`config.mk`:
```
export PLATFORM = sky130hd
export DESIGN_NAME = tratador_botoes
export DESIGN_NICKNAME = d
export VERILOG_FILES = /design/src/rtl/tratador_botoes.sv
export SDC_FILE = /design/constraint.sdc
export NUM_CORES = 1
export LEC_CHECK = 0
export BUFFER_PORTS_ARGS = -buffer_cell sky130_fd_sc_hd__buf_2
export CORE_ASPECT_RATIO = 0.7
export CORE_MARGIN = 5
export CORE_UTILIZATION = 40
export DETAILED_ROUTE_END_ITERATION = 16
export HOLD_SLACK_MARGIN = 0.1
export MAX_ROUTING_LAYER = met4
export PLACE_DENSITY = 0.51
export SKIP_LAST_GASP = 1
export SYNTH_ARGS = -nofsm -noshare
export SYNTH_HDL_FRONTEND = slang
export SYNTH_SLANG_ARGS = --single-unit
```
`constraint.sdc`:
```
create_clock -name clock -period 3.3 [get_ports clock]
set_clock_uncertainty 0.15 [all_clocks]
set_input_delay 0.495 -clock clock [delete_from_list [all_inputs] [get_ports clock]]
set_output_delay 0.495 -clock clock [all_outputs]
set_load 0.005 [all_outputs]
```
`src/rtl/tratador_botoes.sv`:
```
// Pushbutton front end for the stopwatch: synchronise, debounce and edge-detect four buttons,
// then run the PARADO/CONTANDO/PAUSADO mode FSM that drives the counter chain.
module tratador_botoes #(
  parameter int unsigned DEBOUNCE_CICLOS = 500000,
  parameter bit          ATIVO_BAIXO     = 1'b1
) (
  input  logic       clock,
  input  logic       reset_n,
  input  logic       resetI,
  input  logic       contarI,
  input  logic       pausarI,
  input  logic       pararI,
  output logic       resetC,
  output logic       contarC,
  output logic       pausarC,
  output logic       pararC,
  output logic [1:0] estado
);

  localparam int unsigned   CW      = $clog2(DEBOUNCE_CICLOS + 1);
  localparam logic [CW-1:0] CNT_MAX = CW'(DEBOUNCE_CICLOS);

  localparam logic [1:0] PARADO   = 2'b00;
  localparam logic [1:0] CONTANDO = 2'b01;
  localparam logic [1:0] PAUSADO  = 2'b10;

  logic [3:0] btn_raw;
  logic [3:0] btn_norm;
  logic [3:0] press;

  // Bit order: 0 reset, 1 contar, 2 pausar, 3 parar.
  assign btn_raw  = {pararI, pausarI, contarI, resetI};
  assign btn_norm = ATIVO_BAIXO ? ~btn_raw : btn_raw;

  // Synchroniser output only reflects the pins after two edges out of reset.
  logic [1:0] warm_q;
  logic       warm;
  assign warm = (warm_q == 2'd2);

  always_ff @(posedge clock or negedge reset_n) begin
    if (!reset_n) begin
      warm_q <= 2'd0;
    end else if (!warm) begin
      warm_q <= warm_q + 2'd1;
    end
  end

  for (genvar i = 0; i < 4; i++) begin : g_btn
    logic          sync1_q;
    logic          sync2_q;
    logic          deb_q;
    logic          deb_prev_q;
    logic          armed_q;
    logic [CW-1:0] cnt_q;

    always_ff @(posedge clock or negedge reset_n) begin
      if (!reset_n) begin
        sync1_q    <= 1'b0;
        sync2_q    <= 1'b0;
        deb_q      <= 1'b0;
        deb_prev_q <= 1'b0;
        armed_q    <= 1'b0;
        cnt_q      <= '0;
      end else begin
        sync1_q    <= btn_norm[i];
        sync2_q    <= sync1_q;
        deb_prev_q <= deb_q;
        // A button held through reset stays disarmed until it is seen released.
        if (warm && !sync2_q) begin
          armed_q <= 1'b1;
        end
        if (sync2_q == deb_q) begin
          cnt_q <= '0;
        end else if (cnt_q == CNT_MAX) begin
          deb_q <= sync2_q;
          cnt_q <= '0;
        end else begin
          cnt_q <= cnt_q + CW'(1);
        end
      end
    end

    assign press[i] = deb_q & ~deb_prev_q & armed_q;
  end

  logic [1:0] state_q;
  logic [1:0] state_d;
  logic       reset_pulse_d;

  // Fixed priority: reset > parar > pausar > contar; lower events are dropped.
  always_comb begin
    state_d       = state_q;
    reset_pulse_d = 1'b0;
    if (press[0]) begin
      reset_pulse_d = 1'b1;
      state_d       = PARADO;
    end else if (press[3]) begin
      state_d = PARADO;
    end else if (press[2]) begin
      if (state_q == CONTANDO) state_d = PAUSADO;
    end else if (press[1]) begin
      if (state_q != CONTANDO) state_d = CONTANDO;
    end
  end

  always_ff @(posedge clock or negedge reset_n) begin
    if (!reset_n) begin
      state_q <= PARADO;
      resetC  <= 1'b0;
      contarC <= 1'b0;
      pausarC <= 1'b0;
      pararC  <= 1'b1;
    end else begin
      state_q <= state_d;
      resetC  <= reset_pulse_d;
      contarC <= (state_d == CONTANDO);
      pausarC <= (state_d == PAUSADO);
      pararC  <= (state_d == PARADO);
    end
  end

  assign estado = state_q;

endmodule

```
==> metrics, run 1 <==
max-cap viol count 0; maximum number of pins on one net before global-route repair 51; TritonCTS clock tree done; final hold viol count 0; via count of the first global-routing pass 3288; worst-case headroom to the max-slew limit 45.74%; DRC violation count after routing 0; Initial Utilization 41.30%; Pre-antenna DRT Iters 4; CTS HTree Levels 3; number of cells after detailed placement 647; Clk Tree Root Cell sky130_fd_sc_hd__clkbuf_16; maximum clock rate 379.2 MHz; startpoint types flip-flop; initial antenna violation count 0; critical path required time 3.34 ns; area delta synth->final 11.70%; cell chain of the critical path or4b_1, or4_4, o31ai_4, nor2_1; beginning of the critical path g_btn[0].cnt_q[9]$_DFF_PN0_; endpoints failing setup 0; source-to-sink clock delay at the later pin of the worst-skew pair 0.34 ns; Core Rows 33; placeable core area 11810 µm²; total power after layout 2.488 mW; combinational family with the most area after synthesis simple AND/OR/NAND/NOR gates; Setup Buffers After CTS 0; register bit total from synthesis 104; share of synthesized area occupied by flip-flops and latches 53.39%; most area-consuming cells after synthesis sky130_fd_sc_hd__dfrtp_1 53%, sky130_fd_sc_hd__xnor2_1 7.4%, sky130_fd_sc_hd__nor2_1 5.8%; worst ir drop on vdd 0.2408 mV; mean cell area of the mapped netlist 10.14 µm²; Synthesis Warnings 0; run status finished, final reports clean; hold path startpoint contarI; Final Critical Period 2.637 ns; share of the synthesized netlist area taken by xor and xnor gates 10.42%; crit share post-route 79.91%; CP endpoint kind flip-flop; multiplexer share of the synthesized area 0.6927%; Crit path largest cell delay 0.68 ns; die boundary height 102.4 µm; Bufs on Longest Clock Path 2; number of sinks on the clock net 104; path category of the worst min-delay check input port to flip-flop; Critical Path Fanout Max 19; slew at the pin closest to its max-slew limit 0.8139 ns; classification of the worst setup path flip-flop to flip-flop; global-route wire length before repair 16.04 mm; final estimated routing congestion in global placement 0.8280; filler-free cell count of the finished design 663; ratio of routed vias to standard cells 5.133; Async SR Flop Fraction 100.0%; dominant synthesized flop cell sky130_fd_sc_hd__dfrtp_1; number of max-slew violations in the final report 0; All-Layer GR Usage 14.18%; share of final-layout standard cells stronger than drive strength 1 8.498%; global route overflow 0; iteration-0 DRC count of the detailed router 184; half-perimeter wire length after detailed placement 6.324 mm; overall die area 14540 µm²; leading area contributor after synthesis sky130_fd_sc_hd__dfrtp_1; P_leak 2.208 nW; number of buffers created by CTS 9; top-level I/O count 12; antenna violation net count after detailed routing 0; Synth Area in Adders 2.309%; fraction of the mapped netlist area in compound gates 6.080%; setup repair after global routing missed its margin false; number of nets in the layout 517; accumulated negative setup slack 0 ns; startpoint of the lowest-slack register-to-register path g_btn[0].cnt_q[9]$_DFF_PN0_; Diodes inserted 0; Arrival @ worst endpoint 2.68 ns; share of the synthesized area in the top cell type 52.85%; Syn Nets 496; worst-path cell with the longest stage delay sky130_fd_sc_hd__o31ai_4; final routed wire length divided by cell count 13.81 µm; horizontal die dimension 142.0 µm; Post-synth EDFFs 0; number of distinct standard cells referenced by the synthesized netlist 42; total vias in the final route 3403; Post-Syn Area 4877 µm²; Finished Core Util 46.13%; synthesized instance count 481; Worst-path clk slew 0.07 ns; simple-gate area share of the yosys netlist 23.70%; Post-Route WL 9.159 mm; power per standard cell area 456.7 nW/µm²; number of port buffers 11
## metal layers
layer  vias up  track usage [%]  wire length, µm
met4         0            3.761              102
met1      1647            19.93             4895
met2        36            20.41             3921
met3         8            3.648              240
met5         -                -                0
li1       1712                -                -
## registers in the layout (all words and copies together), names as in the netlist
name	count
g_btn.cnt_q	76
g_btn.armed_q	4
g_btn.deb_prev_q	4
g_btn.deb_q	4
g_btn.sync1_q	4
g_btn.sync2_q	4
estado	2
warm_q	2
contarC	1
pararC	1
pausarC	1
resetC	1
## where the power goes
group	switching, mW	leakage, nW	internal [mW]
clock network	0.445	0.148	0.647
registers	0.0203	1.40	1.29
logic	0.0585	0.665	0.0266
total	0.523	2.21	1.96
## kinds of logic after synthesis
logic type,Yosys count
AOI/OAI and AO/OA,45
and+or+nand+nor,222
muxes,3
xor gates and xnor gates,58
adders and majority gates,9
buffers and inverters,40
DFF,104
## layout make-up
type	instances	area, µm²
inverter	32	120.1
clock buffer	13	270.3
tap	157	196.4
clock inverter	2	37.54
multi-input combinational	337	2107
fill	1156	6361
timing repair buffer	18	112.6
sequential	104	2604
## cells in the final DEF (no fill, tap or decap), types with 14 or more instances in the layout
cell type / instances
sky130_fd_sc_hd__dfrtp_1: 103
sky130_fd_sc_hd__a21oi_1: 17
sky130_fd_sc_hd__nand3_1: 27
sky130_fd_sc_hd__xnor2_1: 41
sky130_fd_sc_hd__nor4_1: 14
sky130_fd_sc_hd__nand2_1: 25
sky130_fd_sc_hd__xor2_1: 17
sky130_fd_sc_hd__inv_1: 32
sky130_fd_sc_hd__nand4_1: 22
sky130_fd_sc_hd__nor2_1: 76
## what timing repair did
action / 4_1_cts / 5_1_grt
gates resized for setup: 0 / 0
hold endpoints to repair: 46 / 0
hold buffers: 1 / 0
## synth_stat cells, types with 2 or more instances
| cell | count |
|---|---|
| sky130_fd_sc_hd__and4_1 | 3 |
| sky130_fd_sc_hd__or4_1 | 7 |
| sky130_fd_sc_hd__nor2_1 | 76 |
| sky130_fd_sc_hd__or3_1 | 10 |
| sky130_fd_sc_hd__a21oi_1 | 17 |
| sky130_fd_sc_hd__mux2_2 | 3 |
| sky130_fd_sc_hd__nand3_1 | 27 |
| sky130_fd_sc_hd__xnor2_1 | 41 |
| sky130_fd_sc_hd__and3_1 | 3 |
| sky130_fd_sc_hd__nand4_1 | 22 |
| sky130_fd_sc_hd__xor2_1 | 17 |
| sky130_fd_sc_hd__nor4b_1 | 4 |
| sky130_fd_sc_hd__or4b_1 | 3 |
| sky130_fd_sc_hd__o21ai_0 | 12 |
| sky130_fd_sc_hd__nor2b_1 | 2 |
| sky130_fd_sc_hd__inv_1 | 32 |
| sky130_fd_sc_hd__ha_1 | 9 |
| sky130_fd_sc_hd__buf_4 | 2 |
| sky130_fd_sc_hd__o31ai_1 | 6 |
| sky130_fd_sc_hd__nor4_1 | 14 |
| sky130_fd_sc_hd__nand3b_1 | 4 |
| sky130_fd_sc_hd__a21o_1 | 4 |
| sky130_fd_sc_hd__dfrtp_1 | 103 |
| sky130_fd_sc_hd__nor3_1 | 13 |
| sky130_fd_sc_hd__or4b_2 | 2 |
| sky130_fd_sc_hd__nand2_1 | 25 |
| sky130_fd_sc_hd__o21ai_1 | 2 |
| sky130_fd_sc_hd__clkbuf_1 | 4 |
## final timing paths
| kind | cells after the start | slack [ns] | end |
|---|---|---|---|
| min in group asynchronous | 2 | 0.57 | g_btn[1].cnt_q[6]$_DFF_PN0_ |
| setup / recovery | 4 | 0.66 | g_btn[0].cnt_q[9]$_DFF_PN0_ |
| hold reg to reg | 0 | 0.20 | g_btn[0].sync2_q$_DFF_PN0_ |
| max in group asynchronous | 3 | 1.64 | g_btn[1].cnt_q[12]$_DFF_PN0_ |
| setup reg to reg | 4 | 0.66 | g_btn[0].cnt_q[9]$_DFF_PN0_ |
| hold / removal | 2 | 0.14 | g_btn[1].sync1_q$_DFF_PN0_ |
## worst max-delay path: cells and delay by family, from the launching register on
family / cells / cell delay [ns]
and+or+nand+nor: 3 / 1.23
AOI/OAI and AO/OA: 1 / 0.68
DFF: 1 / 0.43
## metrics by stage
stage | worst slack (ns) | area (µm²) | hold slack [ns]
2_1_floorplan | 1.009 | 4877 | 0.04941
3_3_place_gp | 0.7473 | 5130 | 0.1884
3_5_place_dp | 0.6513 | 5130 | 0.1905
4_1_cts | 0.6371 | 5448 | 0.1208
5_1_grt | 0.5503 | 5448 | 0.1130
6_report | 0.6630 | 5448 | 0.1357
(Power assumes the default switching activity.)
==> run 2, diff against run 1 <==
--- a/config.mk
+++ b/config.mk
@@ -12,7 +12,7 @@
 export DETAILED_ROUTE_END_ITERATION = 16
 export HOLD_SLACK_MARGIN = 0.1
 export MAX_ROUTING_LAYER = met4
-export PLACE_DENSITY = 0.51
+export PLACE_DENSITY = 0.53
 export SKIP_LAST_GASP = 1
 export SYNTH_ARGS = -nofsm -noshare
 export SYNTH_HDL_FRONTEND = slang
==> constraint.sdc (replaced) <==
create_clock -name clock -period 2.1 [get_ports clock]
set_clock_uncertainty 0.15 [all_clocks]
set_input_delay 0.315 -clock clock [delete_from_list [all_inputs] [get_ports clock]]
set_output_delay 0.315 -clock clock [all_outputs]
set_load 0.005 [all_outputs]
==> run 2 against run 1 <==
The flow now finishes with violations (negative setup slack). Core utilization increased by 3.2 points. Final cell count increased by 6.9%. Critical path depth increased by 1. Critical endpoint is now g_btn[0].cnt_q[18]$_DFF_PN0_.
==> metrics, run 2 (synthesis gave the netlist of run 1 again) <==
flip-flop count of the largest register after layout 76; Switch Pwr 0.8869 mW; Arrival @ worst endpoint 2.29 ns; startpoint types flip-flop; Pre-antenna DRT Iters 4; Internal 3.055 mW; iteration-0 DRC count of the detailed router 185; Clk Tree Root Cell sky130_fd_sc_hd__clkbuf_16; crit share post-route 105.9%; placeable core area 11810 µm²; critical path required time 2.17 ns; most common cell after layout, fill and taps aside sky130_fd_sc_hd__dfrtp_1; horizontal die dimension 142.0 µm; power per standard cell area 676.3 nW/µm²; beginning of the critical path g_btn[0].cnt_q[10]$_DFF_PN0_; global-route wire length before repair 16.88 mm; max-cap viol count 0; number of buffers created by CTS 9; initial antenna violation count 0; half-perimeter wire length after detailed placement 6.690 mm; Core Rows 33; Seq pwr share 52.1%; Critical Path Fanout Max 19; final hold viol count 0; antenna violation net count after detailed routing 0; switching part of the total power 22.50%; fill cell instance count of the final layout 1140; post-route setup slack -0.1231 ns; path category of the worst min-delay check flip-flop to flip-flop; top-level I/O count 12; portion of total power attributed to the clock network 43.8%; Min-Delay Path Depth 0; global route overflow 0; setup repair after global routing missed its margin true; slew at the pin closest to its max-slew limit 0.3433 ns; number of max-slew violations in the final report 0; area delta synth->final 19.52%; final routed wire length divided by cell count 13.32 µm; Finished Core Util 49.36%; Reg2Reg Depth 5; Gate power share 4.2%; number of cells after detailed placement 688; P_leak 2.444 nW; destination of the worst hold path g_btn[2].sync2_q$_DFF_PN0_; worst ir drop on vdd 0.3365 mV; Diodes inserted 0; Initial Utilization 41.30%; accumulated negative setup slack -2.223 ns; DRC violation count after routing 0; startpoint of the lowest-slack register-to-register path g_btn[0].cnt_q[10]$_DFF_PN0_; CTS HTree Levels 3; maximum clock rate 449.8 MHz; ratio of routed vias to standard cells 5.049; most frequent cells in the layout 103 x sky130_fd_sc_hd__dfrtp_1, 76 x sky130_fd_sc_hd__nor2_1, 46 x sky130_fd_sc_hd__buf_4; Worst-path clk slew 0.07 ns; number of nets in the layout 562; hold path startpoint g_btn[2].sync1_q$_DFF_PN0_; register bank with the most flops g_btn.cnt_q; filler-free cell count of the finished design 709; reg-to-reg setup timing slack -0.12 ns; run status finished, violations left; Final Critical Period 2.223 ns; Bufs on Longest Clock Path 2; source-to-sink clock delay at the later pin of the worst-skew pair 0.35 ns; number of sinks on the clock net 104; R2R Path End g_btn[0].cnt_q[18]$_DFF_PN0_; CP endpoint kind flip-flop; Setup Buffers After CTS 0; via count of the first global-routing pass 3548; All-Layer GR Usage 14.78%; overall die area 14540 µm²; die boundary height 102.4 µm; TritonCTS clock tree done; number of port buffers 11; classification of the worst setup path flip-flop to flip-flop; maximum number of pins on one net before global-route repair 40; worst-case headroom to the max-slew limit 76.90%; final estimated routing congestion in global placement 0.8357; Post-Route WL 9.442 mm; share of final-layout standard cells stronger than drive strength 1 15.94%; violated checks negative setup slack; endpoints failing setup 20; total vias in the final route 3580
[run 2: what timing repair did]
| action | in CTS | in global routing |
|---|---|---|
| endpoints found under the setup margin | 20 | 21 |
| hold endpoints to repair | 93 | 0 |
| gates resized for setup | 1 | 1 |
| hold buffers | 5 | 0 |
[run 2: layer usage]
metal / track usage, % / routed length, µm / part of all wire [%]
met1: 20.43 / 5036 / 53
met2: 21.49 / 3979 / 42
met3: 3.742 / 300 / 3.2
met4: 4.425 / 125 / 1.3
met5: - / 0 / 0
[run 2: area by class of cell]
cell class	count	area [µm²]	area share, %
Timing Repair Buffer	63	485.5	8.328
Clock buffer	10	239.0	4.100
Sequential cell	104	2604	44.67
Inverter	32	120.1	2.061
Multi-Input combinational cell	337	2118	36.34
Tap cell	157	196.4	3.370
Clock inverter	6	66.31	1.138
[run 2: worst max path at each step]
stage                                   end  depth (start not counted)
5_1_grt        g_btn[0].cnt_q[18]$_DFF_PN0_                          5
4_1_cts        g_btn[0].cnt_q[18]$_DFF_PN0_                          5
3_3_place_gp     g_btn[0].deb_q$_DFFE_PN0P_                          4
2_1_floorplan  g_btn[0].cnt_q[10]$_DFF_PN0_                          5
3_5_place_dp     g_btn[0].deb_q$_DFFE_PN0P_                          4
6_report       g_btn[0].cnt_q[18]$_DFF_PN0_                          5
[run 2: metrics by stage]
stage	worst slack [ns]	hold WS, ns	instance area [µm²]	total power [mW]
4_1_cts	-0.1310	0.1956	5823	4.010
6_report	-0.1231	0.1925	5829	3.942
3_3_place_gp	-0.1255	0.06932	5463	2.252
2_1_floorplan	-0.1791	-0.1306	4880	2.161
5_1_grt	-0.1833	0.2086	5829	4.123
3_5_place_dp	-0.1635	0.07576	5463	2.254
[run 2: power groups by stage]
stage / logic (mW) / clock network, mW / registers (mW)
after detailed placement: 0.163 / 0 / 2.09
after CTS: 0.171 / 1.79 / 2.05
after floorplan: 0.0743 / 0 / 2.09
final: 0.165 / 1.72 / 2.05
after global routing: 0.196 / 1.87 / 2.06
after global placement: 0.161 / 0 / 2.09
[run 2: critical path, stage by stage (launching register included)]
cell and delay, ns:
sky130_fd_sc_hd__dfrtp_1 0.38, sky130_fd_sc_hd__or4b_1 0.52, sky130_fd_sc_hd__or4_4 0.58, sky130_fd_sc_hd__o31ai_4 0.23
sky130_fd_sc_hd__buf_12 0.19, sky130_fd_sc_hd__a21oi_1 0.05
